### config.mk
export PLATFORM = sky130hd
export DESIGN_NAME = escritor_salida
export DESIGN_NICKNAME = d
export VERILOG_FILES = /design/src/rtl/escritor_salida.sv
export SDC_FILE = /design/constraint.sdc
export NUM_CORES = 1
export LEC_CHECK = 0
export ABC_CLOCK_PERIOD_IN_PS = 13200
export CORE_MARGIN = 2
export CORE_UTILIZATION = 35
export CTS_BUF_LIST = sky130_fd_sc_hd__clkbuf_8
export CTS_CLUSTER_SIZE = 25
export DETAILED_ROUTE_END_ITERATION = 8
export DONT_BUFFER_PORTS = 1
export SKIP_CTS_REPAIR_TIMING = 1
export SYNTH_ARGS = -nofsm -noshare
export SYNTH_HDL_FRONTEND = slang
export SYNTH_SLANG_ARGS = --single-unit
### constraint.sdc
create_clock -name clk -period 13.2 [get_ports clk]
set_clock_uncertainty 0.2 [all_clocks]
set_input_delay 1.98 -clock clk [delete_from_list [all_inputs] [get_ports clk]]
set_output_delay 1.98 -clock clk [all_outputs]
set_load 0.01 [all_outputs]
### src/rtl/escritor_salida.sv
// escritor_salida: serialises LANES-pixel batches into a byte-wide frame memory in raster order
// Ports: iniciar_cuadro/ancho_salida/alto_salida/base_direccion start a frame; modo_paso/paso pick
// free-running or single-step writes; lote_valido/pixel_entrada/listo_lote bring batches in;
// mem_we/mem_addr/mem_dato drive the memory; columna/fila/ocupado/cuadro_listo/desborde report status.
module escritor_salida #(
  parameter int LANES  = 4,
  parameter int DIM_W  = 10,
  parameter int ADDR_W = 20
) (
  input  logic                 clk,
  input  logic                 rst,
  input  logic                 iniciar_cuadro,
  input  logic [DIM_W-1:0]     ancho_salida,
  input  logic [DIM_W-1:0]     alto_salida,
  input  logic [ADDR_W-1:0]    base_direccion,
  input  logic                 modo_paso,
  input  logic                 paso,
  input  logic                 lote_valido,
  input  logic [LANES*8-1:0]   pixel_entrada,
  output logic                 listo_lote,
  output logic                 mem_we,
  output logic [ADDR_W-1:0]    mem_addr,
  output logic [7:0]           mem_dato,
  output logic [DIM_W-1:0]     columna,
  output logic [DIM_W-1:0]     fila,
  output logic                 ocupado,
  output logic                 cuadro_listo,
  output logic                 desborde
);
  localparam int LW = (LANES > 1) ? $clog2(LANES) : 1;
  localparam int CW = 2 * DIM_W;
  typedef enum logic [1:0] {REPOSO, ESPERA_LOTE, ESCRIBE, FIN} estado_t;
  estado_t r_est, w_sig;
  logic [DIM_W-1:0]  r_ancho, r_col, r_fila;
  logic [CW-1:0]     r_total, r_cnt, w_total;
  logic [ADDR_W-1:0] r_dir, r_addr;
  logic [LW-1:0]     r_carril, w_carril;
  logic [7:0]        r_buf [LANES];
  logic [7:0]        r_dato, w_dato;
  logic              r_agotado, r_we, r_desborde;
  logic              w_inicio, w_acepta, w_emite, w_ultimo, w_fin_fila;

  assign w_total  = CW'(ancho_salida) * CW'(alto_salida);
  assign mem_we   = r_we;
  assign mem_addr = r_addr;
  assign mem_dato = r_dato;
  assign columna  = r_col;
  assign fila     = r_fila;
  assign desborde = r_desborde;

  always_ff @(posedge clk or posedge rst) begin
    if (rst) r_est <= REPOSO;
    else     r_est <= w_sig;
  end

  // ESCRIBE is left on the cycle that presents the last write, so the
  // following state is visible only once that write has been committed.
  always_comb begin
    w_sig = r_est;
    case (r_est)
      REPOSO:      if (iniciar_cuadro) w_sig = (w_total == '0) ? FIN : ESPERA_LOTE;
      ESPERA_LOTE: if (lote_valido) w_sig = ESCRIBE;
      ESCRIBE:     if (r_agotado) w_sig = (r_cnt == r_total) ? FIN : ESPERA_LOTE;
      default:     w_sig = REPOSO;
    endcase
  end

  // In free-running mode lane 0 is issued on the accepting edge itself, so the
  // memory strobe is registered yet lines up with the ESCRIBE cycles.
  always_comb begin
    listo_lote   = r_est == ESPERA_LOTE;
    ocupado      = r_est != REPOSO;
    cuadro_listo = r_est == FIN;
    w_inicio     = r_est == REPOSO && iniciar_cuadro;
    w_acepta     = r_est == ESPERA_LOTE && lote_valido;
    w_emite      = (w_acepta && !modo_paso) || (r_est == ESCRIBE && !r_agotado && (!modo_paso || paso));
    w_carril     = w_acepta ? '0 : r_carril;
    w_dato       = w_acepta ? pixel_entrada[7:0] : r_buf[r_carril];
    w_ultimo     = r_cnt + CW'(1) == r_total || w_carril == LW'(LANES - 1);
    w_fin_fila   = r_col == r_ancho - DIM_W'(1);
  end

  always_ff @(posedge clk or posedge rst) begin
    if (rst) begin
      r_ancho    <= '0;
      r_total    <= '0;
      r_cnt      <= '0;
      r_dir      <= '0;
      r_col      <= '0;
      r_fila     <= '0;
      r_carril   <= '0;
      r_agotado  <= 1'b0;
      r_we       <= 1'b0;
      r_addr     <= '0;
      r_dato     <= '0;
      r_desborde <= 1'b0;
      for (int i = 0; i < LANES; i++) r_buf[i] <= '0;
    end else begin
      r_we <= w_emite;
      if (w_inicio) begin
        r_ancho    <= ancho_salida;
        r_total    <= w_total;
        r_cnt      <= '0;
        r_dir      <= base_direccion;
        r_col      <= '0;
        r_fila     <= '0;
        r_desborde <= 1'b0;
      end
      if (lote_valido && !listo_lote) r_desborde <= 1'b1;
      if (w_acepta) begin
        for (int i = 0; i < LANES; i++) r_buf[i] <= pixel_entrada[i*8 +: 8];
        r_carril  <= '0;
        r_agotado <= 1'b0;
      end
      if (w_emite) begin
        r_addr    <= r_dir;
        r_dato    <= w_dato;
        r_dir     <= r_dir + ADDR_W'(1);
        r_cnt     <= r_cnt + CW'(1);
        r_carril  <= w_carril + LW'(1);
        r_agotado <= w_ultimo;
        r_col     <= w_fin_fila ? '0 : r_col + DIM_W'(1);
        r_fila    <= w_fin_fila ? r_fila + DIM_W'(1) : r_fila;
      end
    end
  end
endmodule
==> reports/results.ini, run 1 <==
[status]
status = finished clean

[placed_design]
post-dp-hpwl_um = 19740
pre_cts_ws_ps = 5998
io_buffers = 0
place_congestion = 0.8461
placed_cell_area_mm2 = 0.01155

[timing]
whs_ps = 280.5
drv_slew = 0
post-route-min-period_ps = 6731
maxSlewHeadroom_pct = 33.14
setup_viol = 0
fmax_ghz = 0.1486
final.setup.worst_slack_ps = 6469
tns_ps = 0
timing_hold_violations_final = 0
worst_pin_slew_ps = 1003
period_share_pct = 50.99
rsz0062_at_grt = false

[floorplanning]
floorplan.initialDensity_pct = 35.52
ioPinCount = 131
rows = 65
fp.dieW_um = 182.7
dieArea_mm2 = 0.03339
core_area_mm2 = 0.03147
fp.dieH_um = 182.7

[critical_path]
critPathRequiredTime_ps = 13360
cp_max_fo = 10
cp-start-kind = primary input
crit_type = primary input to flip-flop
worstReg2RegStart = r_est[1]
end_kind = flip-flop
worstPathArrival_ps = 6890
cp-startpoint = alto_salida[6]

[detailed_routing]
vias_per_cell = 5.194
dr.pass1.iters = 5
ant_nets = 0
vias = 8601
initialDrtViolationCount = 615
drc = 0
routed_wl_um = 26540
wire_per_inst_um = 16.03

[synth]
ys_seq_elements = 157
syn_area_per_cell_um2 = 8.817
synth_nets = 1469
synth.distinct_cells = 67
synth.most_common_cell = nand2_1
synth_edf_count = 0
async_flop_share_pct = 100.0
synth_area_mm2 = 0.01118
yosysTopAreaCell = dfrtp_1
synth_cells = 1268
yosysTopAreaCellShare_pct = 35.14
yosysSeqAreaShare_pct = 35.14
synth_warnings = 0
synth_area_leaders = dfrtp_1 35%, fa_1 11%, nand2_1 11%
ys.flop_type = dfrtp_1
ys_top_cells_by_count = 319 x nand2_1, 157 x dfrtp_1, 74 x and2_1

[global_routing]
grt_pass1_wl_um = 45080
antenna_found_initial = 0
grt_usage_pct = 16.65
grt_pass1_vias = 8736
grt_max_degree = 80
grt_overflow = 0

[clock_tree]
cts.sink_count = 157
clock_latency_ps = 480
clock-root-buffer = clkbuf_8
numCtsBuffers = 17
path_clk_slew_ps = 100
cts_tree = built
htreeDepth = 4
clk_path_buf_depth = 2

[power]
power_mw = 2.433
p_per_area_mw_per_mm2 = 203.8
ir_drop_v = 0.00008993
leakagePower_nw = 5.613

[finish]
nets = 1442
diodes = 0
drive_gt1_share_pct = 5.582
area_growth_pct = 6.805
nFillCells = 3183
finalInstanceArea_mm2 = 0.01194

[job]
maxCapViolations = 0

[worst_hold_path]
min-delay-start = r_buf[12]
hold_class = flip-flop to flip-flop

==> metrics by stage <==
step / utilization, % / std cells
floorplan: - / 1268
global placement: 36.70 / 1624
detailed placement: 36.70 / 1624
CTS: 37.94 / 1656
global route: 37.94 / 1656
finish: 37.94 / 1656
==> area by class of cell <==
type | instances | area [um2] | area share (%)
clock buffer | 17 | 234.0 | 1.960
clock inverter | 15 | 156.4 | 1.310
inverter | 72 | 275.3 | 2.305
multi-input combinational | 985 | 6783 | 56.81
sequential | 157 | 3929 | 32.90
tap | 402 | 503.0 | 4.213
timing repair buffer | 8 | 60.06 | 0.5030
==> sequential cells by signal, summed over array words and instances, names as in the netlist, 2 cells and up <==
| signal | flops |
|---|---|
| r_buf | 32 |
| mem_addr | 20 |
| r_cnt | 20 |
| r_dir | 20 |
| r_total | 20 |
| columna | 10 |
| fila | 10 |
| r_ancho | 10 |
| mem_dato | 8 |
| r_carril | 2 |
| r_est | 2 |
==> logic make-up after synthesis <==
| group | count (synthesis) | share of synthesized area, % |
|---|---|---|
| xor gates and xnor gates | 66 | 5.171 |
| muxes | 16 | 2.384 |
| and+or+nand+nor | 579 | 23.86 |
| buffers and inverters | 126 | 4.320 |
| AOI/OAI and AO/OA | 201 | 11.19 |
| adders and majority gates | 123 | 17.93 |
| DFF | 157 | 35.14 |
==> metal layers <==
metal	share of wire [%]	vias to the layer above	wire, um	global-route usage [%]
met4	2.3	0	603	5.548
met1	45	4222	12030	21.91
met3	4.1	37	1089	3.153
met2	48	150	12820	27.59
li1	-	4192	-	-
met5	0	-	0	0
==> power breakdown <==
part / switching, mW / internal (mW)
Clock: 0.221 / 0.144
Sequential: 0.199 / 0.658
Combinational: 0.705 / 0.505
Total: 1.12 / 1.31
==> worst max-delay path, cell delays in order <==
cell and delay, ps:
and2_1 150, fa_1 450, fa_1 550, inv_1 50, fa_1 470, inv_1 50
fa_1 530, inv_1 50, fa_1 530, inv_1 40, ha_1 350, o21a_1 160
nor2_1 130, a211oi_1 90, o41ai_1 560, o21ai_0 190, a21oi_1 200, xor2_1 100
mux2_2 270
==> path summary, 6_finish.rpt <==
path	end	slack (ps)	cells after the start
setup / recovery	r_total[19]	6470	19
hold / removal	r_buf[12]	280	2
setup reg to reg	fila[7]	9620	9
hold reg to reg	r_buf[12]	280	2
max in group asynchronous	r_total[1]	10040	2
min in group asynchronous	r_dir[5]	1270	1
==> layout by cell type (no fill, tap or decap), types with 4 or more instances in the layout <==
cell	count
dfrtp_1	157
buf_4	8
ha_1	61
inv_8	7
nand2_1	318
mux2_2	5
inv_6	7
a21o_1	6
a211oi_1	5
o21ai_1	8
and4_1	4
nor3_1	13
mux4_2	8
or4_1	4
nand4_1	10
xnor2_1	31
or3_1	8
o211ai_1	15
clkbuf_8	17
nor4_1	8
fa_1	62
nand3_1	33
inv_1	69
a21oi_1	42
a31oi_1	14
o311ai_0	4
o31ai_1	11
nor2_1	60
o22ai_1	4
xor2_1	35
nor3b_1	4
o21ai_0	64
nand2b_1	12
and3_1	16
and2_1	73
No activity file was read; power rests on OpenSTA's default activity.
==> run 2: changes to the inputs <==
- ABC_AREA: not set -> 1
- ABC_CLOCK_PERIOD_IN_PS: 13200 -> 6350
- clock period: 13.2 -> 6.35 ns (I/O delays scaled with it)
==> run 2 against run 1 <==
Against the previous run: setup slack worse by 5300 ps; global-route usage rose by 0.84 points; core utilization decreased by 0.33 points; power up 140%; flip-flop and latch count unchanged; die area grew 7.9%; synthesized cell count rose by 32%; largest cell class unchanged; cell count increased by 27%; sequential share of layout area shrank 2.4 points; critical path type unchanged.
==> reports/results.ini, run 2 <==
[status]
status = finished clean

[finish]
largest_reg_flops = 32  ; unchanged
nFillCells = 3555  ; +12%
diodes = 0  ; unchanged
area_growth_pct = 6.699  ; about the same
top_register = r_buf
nets = 1843  ; +28%
drive_gt1_share_pct = 3.263  ; -2.3 points
mostFrequentLayoutCells = 551 x nand2_1, 268 x inv_1, 157 x dfrtp_1, 116 x nor2_1, 90 x o21ai_0
final_common_cell = nand2_1

[clock_tree]
clk_path_buf_depth = 2  ; unchanged
clock-root-buffer = clkbuf_8
htreeDepth = 4  ; unchanged
path_clk_slew_ps = 110  ; about the same
clock_latency_ps = 480  ; about the same
cts.sink_count = 157  ; unchanged
numCtsBuffers = 17  ; unchanged
cts_tree = built

[floorplanning]
fp.dieW_um = 189.8  ; +3.9%
fp.dieH_um = 189.8  ; +3.9%
rows = 68  ; +4.6%
ioPinCount = 131  ; unchanged
core_area_mm2 = 0.03429  ; +8.9%
dieArea_mm2 = 0.03603  ; +7.9%
floorplan.initialDensity_pct = 35.25  ; -0.27 points

[synth]
synth.distinct_cells = 43  ; -36%
synth_nets = 1876  ; +28%
synth_warnings = 0  ; unchanged
synth-simple-area-share_pct = 27.23  ; +3.4 points
syn_area_per_cell_um2 = 7.215  ; -18%
yosysTopAreaCell = dfrtp_1
muxShareOfSynthArea_pct = 0.08282  ; -2.3 points
synth_xor_xnor_area_share_pct = 3.841  ; -1.3 points
ys_top_cells_by_count = 551 x nand2_1, 269 x inv_1, 157 x dfrtp_1
async_flop_share_pct = 100.0  ; unchanged
yosysSeqAreaShare_pct = 32.51  ; -2.6 points
synthAdderAreaFrac_pct = 16.59  ; -1.3 points
synth_cells = 1675  ; +32%
synth_edf_count = 0  ; unchanged
synth_compound_area_share_pct = 9.235  ; -2.0 points
synth.most_common_cell = nand2_1
synth_top_family_by_area = simple AND/OR/NAND/NOR gates
ys_seq_elements = 157  ; unchanged
synth_area_mm2 = 0.01209  ; +8.1%
yosysTopAreaCellShare_pct = 32.51  ; -2.6 points
synth_area_leaders = dfrtp_1 33%, nand2_1 17%, fa_1 10%
ys.flop_type = dfrtp_1

[critical_path]
worstPathArrival_ps = 5370  ; -1520 ps
crit_type = primary input to flip-flop
cp_max_fo = 10  ; unchanged
ff2ff_path_depth = 12  ; +3
slowest_delay_ps = 530  ; -30 ps
end_kind = flip-flop
cp-start-kind = primary input
critPathRequiredTime_ps = 6570  ; -6790 ps
cp_top_family = adder cells
crit_top_cell = nand2_1
cp.depth = 25  ; +6
cp_slowest_cell = fa_1
critPathBufInv = 6  ; +2

[detailed_routing]
vias = 10254  ; +19%
top_layer_used = met4
met3_length_um = 1152  ; +5.8%
wire_per_inst_um = 14.26  ; -11%
met2_length_um = 14670  ; +14%
ant_nets = 0  ; unchanged
initialDrtViolationCount = 618  ; +0.49%
drc = 0  ; unchanged
vias_per_cell = 4.860  ; -6.4%
routed_wl_um = 30080  ; +13%
met1_length_um = 13610  ; +13%
dr.pass1.iters = 5  ; unchanged

[worst_hold_path]
hold_class = flip-flop to flip-flop
whs_path_depth = 2  ; unchanged

[global_routing]
antenna_found_initial = 0  ; unchanged
grt_pass1_vias = 10440  ; +20%
grt_overflow = 0  ; unchanged
grt_usage_pct = 17.49  ; +0.84 points
grt_max_degree = 99  ; +24%
grt_pass1_wl_um = 51120  ; +13%

[power]
ir_drop_v = 0.0002159  ; +140%
leakagePower_nw = 6.759  ; +20%
p_per_area_mw_per_mm2 = 445.4  ; +120%

[timing]
tns_ps = 0  ; unchanged
setup_viol = 0  ; unchanged
post-route-min-period_ps = 5152
fmax_ghz = 0.1941
worst_pin_slew_ps = 898.1  ; -104.8 ps
drv_slew = 0  ; unchanged
whs_ps = 278.0  ; -2.561 ps
period_share_pct = 81.13
rsz0062_at_grt = false
maxSlewHeadroom_pct = 40.13  ; +7.0 points
timing_hold_violations_final = 0  ; unchanged

[placed_design]
place_congestion = 0.9360  ; +11%
io_buffers = 0  ; unchanged
post-dp-hpwl_um = 22960  ; +16%

[job]
maxCapViolations = 0  ; unchanged

-- run 2: logic make-up after synthesis --
logic type      Yosys count
compound gates          200
simple gates            809
buf+inv                 332
fa+ha+maj               123
xor+xnor                 53
mux                       1
flops                   157
-- run 2: path summary, 6_finish.rpt --
check / slack [ps] / from / endpoint
worst max-delay path: 1200 / alto_salida[3] / r_est[1]
worst min-delay path: 280 / r_buf[20] / r_buf[20]
worst max register to register: 2770 / r_est[0] / r_dir[17]
worst min register to register: 280 / r_buf[20] / r_buf[20]
max in group asynchronous: 4290 / rst / r_ancho[8]
min in group asynchronous: 330 / rst / fila[2]
-- run 2: area by class of cell --
type / count / area [um2] / area share (%)
sequential: 157 / 3929 / 30.47
clock inverter: 15 / 187.7 / 1.455
clock buffer: 17 / 234.0 / 1.814
tap: 455 / 569.3 / 4.415
timing repair buffer: 7 / 52.55 / 0.4075
multi-input combinational: 1186 / 6893 / 53.45
inverter: 273 / 1030 / 7.986
-- run 2: per-stage QoR --
stage          instance area (um2)  setup slack (ps)  util (%)  power [mW]  cells
5_1_grt                      12890             867.0     37.61       6.408   2110
3_5_place_dp                 12470             690.7     36.38       4.984   2078
4_1_cts                      12890              1225     37.61       5.801   2110
6_report                     12890              1198     37.61       5.743   2110
2_1_floorplan                12090             644.0         -       4.218   1675
3_3_place_gp                 12470             721.7     36.38       4.948   2078
-- run 2: worst min-delay path, cell delays in order (launching register included) --
cell     delay (ps)
dfrtp_1         360
nand2_1          50
nand2_1          50
-- run 2: metal layers --
| layer | vias to the layer above | GRT usage [%] |
|---|---|---|
| met5 | - | 0 |
| met4 | 0 | 5.784 |
| met3 | 36 | 2.140 |
| met2 | 209 | 30.56 |
| met1 | 4842 | 22.40 |
| li1 | 5167 | - |
-- run 2: power breakdown --
part | switching [mW] | leakage [nW] | internal (mW)
Sequential | 0.455 | 1.98 | 1.41
Combinational | 1.99 | 4.57 | 1.11
Clock | 0.473 | 0.208 | 0.307
